<file path="config.mk">
export PLATFORM = sky130hd
export DESIGN_NAME = rr_packet_mux_arbiter_flat
export DESIGN_NICKNAME = d
export VERILOG_FILES = /design/src/rtl/rr_packet_mux_arbiter_pkg.sv /design/src/rtl/rr_packet_mux_arbiter_if.sv /design/src/rtl/rr_packet_mux_arbiter_pick.sv /design/src/rtl/rr_packet_mux_arbiter.sv /design/src/flat_wrapper.sv
export SDC_FILE = /design/constraint.sdc
export NUM_CORES = 1
export LEC_CHECK = 0
export CORE_ASPECT_RATIO = 1.25
export CORE_MARGIN = 1.5
export CORE_UTILIZATION = 38
export DETAILED_ROUTE_END_ITERATION = 16
export HOLD_SLACK_MARGIN = 0.05
export PLACE_DENSITY = 0.88
export SYNTH_ARGS = -nofsm -noshare
export SYNTH_HDL_FRONTEND = slang
export SYNTH_SLANG_ARGS = --single-unit
</file>
<file path="constraint.sdc">
create_clock -name clk_i -period 1.97 [get_ports clk_i]
set_clock_uncertainty 0.05 [all_clocks]
set_input_delay 0.197 -clock clk_i [delete_from_list [all_inputs] [get_ports clk_i]]
set_output_delay 0.197 -clock clk_i [all_outputs]
set_load 0.01 [all_outputs]
</file>
<file path="src/rtl/rr_packet_mux_arbiter_pkg.sv">
// Shared types for the round-robin packet mux arbiter.
package rr_arb_pkg;
    typedef enum logic {IDLE, BUSY} arb_state_t;
    localparam int N_REQ = 4;
    typedef logic [1:0] req_idx_t;
endpackage

</file>
<file path="src/rtl/rr_packet_mux_arbiter_if.sv">
// Requester-side and downstream handshake bundle; master = arbiter, slave = environment.
interface rr_arb_if #(parameter int WIDTH = 4);
    import rr_arb_pkg::*;
    logic [N_REQ-1:0] in_vld;
    logic [N_REQ-1:0] in_last;
    logic [WIDTH-1:0] in_data [0:N_REQ-1];
    logic [N_REQ-1:0] in_rdy;
    logic             out_vld;
    logic             out_last;
    logic [WIDTH-1:0] out_data;
    logic             out_rdy;

    modport master (input in_vld, in_last, in_data, out_rdy,
                    output in_rdy, out_vld, out_last, out_data);
    modport slave  (output in_vld, in_last, in_data, out_rdy,
                    input in_rdy, out_vld, out_last, out_data);
endinterface

</file>
<file path="src/rtl/rr_packet_mux_arbiter_pick.sv">
// Rotating-priority encoder: first set request scanning ptr, ptr+1, ... mod 4.
// Purely combinational.
module rr_pick_4
    import rr_arb_pkg::*;
(
    input  logic [N_REQ-1:0] req_i,
    input  req_idx_t         ptr_i,
    output logic             any_o,
    output req_idx_t         idx_o
);
    req_idx_t cand;

    assign any_o = |req_i;

    // Scan from farthest to nearest so the nearest set request wins last.
    always_comb begin
        idx_o = '0;
        cand  = '0;
        for (int k = N_REQ - 1; k >= 0; k--) begin
            cand = ptr_i + req_idx_t'(k);
            if (req_i[cand]) idx_o = cand;
        end
    end
endmodule

</file>
<file path="src/rtl/rr_packet_mux_arbiter.sv">
// Round-robin 4:1 packet mux; grant held from first beat through 'last' or MAX_BEATS.
// Zero-latency combinational data path while granted; one idle cycle between packets.
module rr_packet_mux_arbiter
    import rr_arb_pkg::*;
#(
    parameter int WIDTH     = 4,
    parameter int MAX_BEATS = 16
) (
    input  logic      clk_i,
    input  logic      rst_i,
    rr_arb_if.master  bus,
    output req_idx_t  sel_o,
    output logic      busy_o,
    output logic      timeout_o
);
    localparam int CW = (MAX_BEATS > 2) ? $clog2(MAX_BEATS) : 1;

    arb_state_t    state_q, state_d;
    req_idx_t      sel_q, sel_d;
    req_idx_t      ptr_q, ptr_d;
    logic [CW-1:0] cnt_q, cnt_d;
    logic          timeout_q, timeout_d;

    logic          pick_any;
    req_idx_t      pick_idx;
    logic          xfer;
    logic [WIDTH-1:0] mux_dat;

    rr_pick_4 u_pick (
        .req_i (bus.in_vld),
        .ptr_i (ptr_q),
        .any_o (pick_any),
        .idx_o (pick_idx)
    );

    always_ff @(posedge clk_i) begin
        if (rst_i) begin
            state_q   <= IDLE;
            sel_q     <= '0;
            ptr_q     <= '0;
            cnt_q     <= '0;
            timeout_q <= 1'b0;
        end else begin
            state_q   <= state_d;
            sel_q     <= sel_d;
            ptr_q     <= ptr_d;
            cnt_q     <= cnt_d;
            timeout_q <= timeout_d;
        end
    end

    assign mux_dat      = bus.in_data[sel_q];
    assign bus.out_data = mux_dat;

    always_comb begin
        state_d      = state_q;
        sel_d        = sel_q;
        ptr_d        = ptr_q;
        cnt_d        = cnt_q;
        timeout_d    = 1'b0;
        bus.out_vld  = 1'b0;
        bus.out_last = 1'b0;
        bus.in_rdy   = '0;
        xfer         = 1'b0;
        unique case (state_q)
            IDLE: begin
                if (pick_any) begin
                    sel_d   = pick_idx;
                    state_d = BUSY;
                end
            end
            BUSY: begin
                bus.out_vld       = bus.in_vld[sel_q];
                bus.out_last      = bus.in_last[sel_q];
                bus.in_rdy[sel_q] = bus.out_rdy;
                xfer              = bus.out_vld && bus.out_rdy;
                if (xfer) begin
                    cnt_d = cnt_q + 1'b1;
                    // Either a real 'last' or the beat cap ends the grant.
                    if (bus.out_last || cnt_q == CW'(MAX_BEATS - 1)) begin
                        state_d   = IDLE;
                        ptr_d     = sel_q + 2'd1;
                        cnt_d     = '0;
                        timeout_d = !bus.out_last;
                    end
                end
            end
            default: state_d = IDLE;
        endcase
    end

    assign sel_o     = sel_q;
    assign busy_o    = (state_q == BUSY);
    assign timeout_o = timeout_q;
endmodule
</file>
<file path="src/flat_wrapper.sv">
// flat-port wrapper written by rule: the top's interface ports become plain ports
module rr_packet_mux_arbiter_flat import rr_arb_pkg::*;
#(
    parameter int WIDTH     = 4,
    parameter int MAX_BEATS = 16
)
  (clk_i, rst_i, sel_o, busy_o, timeout_o, bus_in_vld, bus_in_last, bus_in_data, bus_out_rdy, bus_in_rdy, bus_out_vld, bus_out_last, bus_out_data);
  rr_arb_if #(.WIDTH(WIDTH)) bus_i ();
  input  logic clk_i;
  input  logic rst_i;
  output req_idx_t sel_o;
  output logic busy_o;
  output logic timeout_o;
  input wire logic [$bits(bus_i.in_vld)-1:0] bus_in_vld;
  input wire logic [$bits(bus_i.in_last)-1:0] bus_in_last;
  input wire logic [$bits(bus_i.in_data)-1:0] bus_in_data;
  input wire logic [$bits(bus_i.out_rdy)-1:0] bus_out_rdy;
  output wire logic [$bits(bus_i.in_rdy)-1:0] bus_in_rdy;
  output wire logic [$bits(bus_i.out_vld)-1:0] bus_out_vld;
  output wire logic [$bits(bus_i.out_last)-1:0] bus_out_last;
  output wire logic [$bits(bus_i.out_data)-1:0] bus_out_data;
  assign bus_i.in_vld = bus_in_vld;
  assign bus_i.in_last = bus_in_last;
  assign bus_i.in_data = {>>{bus_in_data}};
  assign bus_i.out_rdy = bus_out_rdy;
  assign bus_in_rdy = bus_i.in_rdy;
  assign bus_out_vld = bus_i.out_vld;
  assign bus_out_last = bus_i.out_last;
  assign bus_out_data = bus_i.out_data;
  rr_packet_mux_arbiter #(.WIDTH(WIDTH), .MAX_BEATS(MAX_BEATS)) u_core (.clk_i(clk_i), .rst_i(rst_i), .bus(bus_i), .sel_o(sel_o), .busy_o(busy_o), .timeout_o(timeout_o));
endmodule
</file>
==> flow_metrics.py <==
metrics = {
    "clocking": {
        "numClockSinks": 10,
        "clk_pin_slew_ns": 0.06,
        "clock_path_buffers": 2,
        "h-tree-depth": 1,
        "clkLatencyLatePin_ns": 0.25,
        "cts-root-buf": "clkbuf_4",
        "cts-buffers-inserted": 3,
        "cts_tree": "built",
    },
    "grt": {
        "overflow": 0,
        "grt_pass1_wl_microns": 3153,
        "grt_usage_pct": 18.56,
        "grt_antenna_before_repair": 0,
        "grt_pass1_vias": 757,
        "grt_max_degree": 16,
    },
    "synth": {
        "synthSimpleGateAreaFrac_pct": 17.52,
        "netlist_area_sq_um": 757.0,
        "synth_xor_area_share_pct": 2.314,
        "ys_warn_count": 0,
        "yosysSeqAreaShare_pct": 26.45,
        "synth_cell_types": 28,
        "synth_top_family_by_area": "multiplexers",
        "syn_nets": 106,
        "ys_seq_elements": 10,
        "syn-instance-count": 74,
        "syn_area_per_cell_sq_um": 10.23,
        "synth_mux_area_share_pct": 23.80,
        "synth_compound_area_share_pct": 16.03,
        "synthAdderAreaFrac_pct": 8.264,
    },
    "setup_path": {
        "reg2reg_from": "u_core.sel_o[0]$_SDFFE_PP0P_",
        "crit_chain": "buf_4, mux4_1, dlygate4sd2_1",
        "cp_num_buf_inv": 2,
        "cp-startpoint": "u_core.sel_o[0]$_SDFFE_PP0P_",
        "cp_top_family": "multiplexers",
        "reg2reg_to": "u_core.ptr_q[0]$_SDFFE_PP0P_",
        "critical_path.max_stage_delay_ns": 0.54,
        "cp.arrival_ns": 1.64,
        "cp-end-kind": "output pin",
        "reg2reg_depth": 5,
        "start_kind": "flop",
        "r2r_setup_slack_ns": 0.14,
        "crit_type": "reg -> out",
        "critPathMaxFanout": 6,
        "slowest_stage": "mux4_1",
        "crit_required_ns": 1.72,
    },
    "final_layout": {
        "nFillCells": 146,
        "ff_latch_area_sq_um": 205.2,
        "area_growth_pct": 66.45,
        "fin_nets": 158,
        "layoutNonFillerInstCount": 143,
        "n_antenna_cell": 0,
        "drive_gt1_share_pct": 16.94,
        "multi_input_area_sq_um": 514.2,
        "layout_commonest_cell": "clkdlybuf4s50_1",
        "most-common-layout-cells": "clkdlybuf4s50_1 (31), buf_4 (10), nor2_1 (8), dfxtp_1 (8), dlygate4sd2_1 (7)",
        "utilization_pct": 68.88,
        "stdcell_area_sq_um": 1260,
    },
    "sta": {
        "rsz0062_at_grt": "no",
        "period_share_pct": 95.91,
        "hold_viol": 0,
        "setup_viol": 0,
        "fmax_mhz": 529.2,
        "drv_slew": 0,
        "worst_slack_ns": 0.08050,
        "worst_slew_pin_slew_ns": 0.4582,
        "slew_headroom_pct": 69.41,
        "fin_tns_setup_ns": 0,
        "period_minus_slack_ns": 1.890,
    },
    "route": {
        "met2RoutedLength_microns": 1067,
        "wl_met1_microns": 772,
        "postRouteAntennaNets": 0,
        "vias_per_cell": 5.476,
        "top_layer": "met4",
        "drtIter0Drc": 5,
        "drt-wirelength-per-cell_microns": 13.46,
        "wl_met3_microns": 73,
        "drtPass1Iterations": 4,
        "num_vias": 783,
        "drt_wl_total_microns": 1925,
        "drc": 0,
    },
    "min_path": {
        "hold_depth": 2,
        "worstHoldStart": "u_core.cnt_q[3]$_SDFFE_PP0P_",
        "holdCritPathClass": "reg -> reg",
        "min_to": "u_core.cnt_q[3]$_SDFFE_PP0P_",
    },
    "place": {
        "dp.cells": 140,
        "pre_cts_ws_ns": -0.09042,
        "placed_area_sq_um": 1236,
        "dpl.hpwl_microns": 1542,
        "io_buffers": 40,
        "gp_congestion": 0.8156,
    },
    "die": {
        "core-area_sq_um": 1829,
        "dieArea_sq_um": 2270,
        "die_h_microns": 52.90,
        "start_util_pct": 41.38,
        "num_rows": 17,
        "die_w_microns": 42.92,
        "num_io_pins": 41,
    },
    "power": {
        "pwr-share-clk_pct": 24.0,
        "intPower_uw": 394.8,
        "irDropWorstVdd_v": 0.0002213,
        "seqPwrFrac_pct": 42.2,
        "leakage_uw": 0.0005908,
        "swShare_pct": 25.56,
        "p_sw_uw": 135.5,
        "power_density_nw_per_um2": 420.9,
        "p_comb_share_pct": 33.8,
    },
    "job": {
        "drv_cap": 0,
    },
    "outcome": {
        "status": "completed",
    },
}
-- registers in the layout, indices dropped and copies added (netlist names) --
signal	count
u_core.busy_o	1
u_core.cnt_q	4
u_core.ptr_q	2
u_core.sel_o	2
u_core.timeout_o	1
-- worst max path at each step --
stage	endpoint	slack (ns)	cells past startpoint
after floorplan	u_core.ptr_q[0]$_SDFFE_PP0P_	0.16	5
final	bus_out_data[0]	0.08	3
after CTS	bus_in_rdy[3]	0.005	4
after detailed placement	bus_out_vld	-0.09	4
after global placement	bus_out_vld	-0.06	4
after global routing	bus_in_rdy[3]	0.03	2
-- per-stage QoR --
stage,total power [uW],hold WS (ns)
after detailed placement,417.0,0.4399
after global placement,411.4,0.4220
after global routing,561.9,0.4986
after floorplan,299.6,0.2161
final,530.3,0.4514
after CTS,535.3,0.4491
-- Yosys cell counts (all sizes together) --
| cell type | count | area (sq um) |
|---|---|---|
| nand3 | 1 | 10.01 |
| buf | 2 | 16.26 |
| o21ai | 3 | 15.01 |
| a21oi | 6 | 30.03 |
| nor2b | 1 | 6.260 |
| nor2 | 8 | 30.03 |
| ha | 5 | 62.56 |
| nand4 | 1 | 6.260 |
| clkbuf | 1 | 3.750 |
| xor2 | 2 | 17.52 |
| a21o | 2 | 15.01 |
| o2111ai | 1 | 26.28 |
| and2 | 2 | 13.77 |
| and3 | 5 | 31.28 |
| dfxtp | 10 | 200.2 |
| or3 | 1 | 6.260 |
| inv | 6 | 22.52 |
| mux4 | 6 | 150.1 |
| mux2i | 3 | 30.03 |
| nand2b | 1 | 8.760 |
| nand4b | 1 | 8.760 |
| nor3 | 1 | 5.000 |
| o221ai | 2 | 17.52 |
| a211o | 2 | 17.52 |
| nor4 | 1 | 6.260 |
-- tightest hold or removal path, cell delays in order (launching register included) --
cell	delay (ns)
dfxtp_1	0.32
o21ai_0	0.07
a21oi_1	0.06
-- logic make-up (layout without fill, tap and decap cells) --
family                   Yosys count  count (layout)
AND/OR/NAND/NOR                   23              23
buffers and inverters              9              59
XOR/XNOR                           2               2
adder cells (fa/ha/maj)            5               5
flip-flops                        10              10
AO/OA/AOI/OAI                     16              16
multiplexers                       9               9
-- area by class of cell --
type	instances	share of cell area (%)
repair buffers	50	37.44
multi-input cells	55	40.81
clock buffers	3	1.787
inverters	6	1.787
well taps	19	1.887
flip-flops and latches	10	16.29
-- power groups by stage --
stage	combinational (uW)	clock (uW)	sequential [uW]
3_5_place_dp	189	0	228
5_1_grt	195	142	225
6_report	179	127	224
3_3_place_gp	185	0	227
4_1_cts	180	132	223
2_1_floorplan	76.4	0	223
-- routing by layer --
layer / GRT usage (%) / vias up
li1: - / 384
met1: 19.41 / 377
met2: 36.36 / 20
met3: 3.413 / 2
met4: 6.250 / 0
met5: 0 / -
-- timing repair --
item | 4_1_cts | 5_1_grt
gates resized for setup | 9 | 3
hold endpoints to repair | 0 | 0
endpoints found under the setup margin | 9 | 3
pin swaps | 0 | 0
hold buffers | 0 | 0
buffers inserted | 0 | 0
No activity file was read; power rests on OpenSTA's default activity.
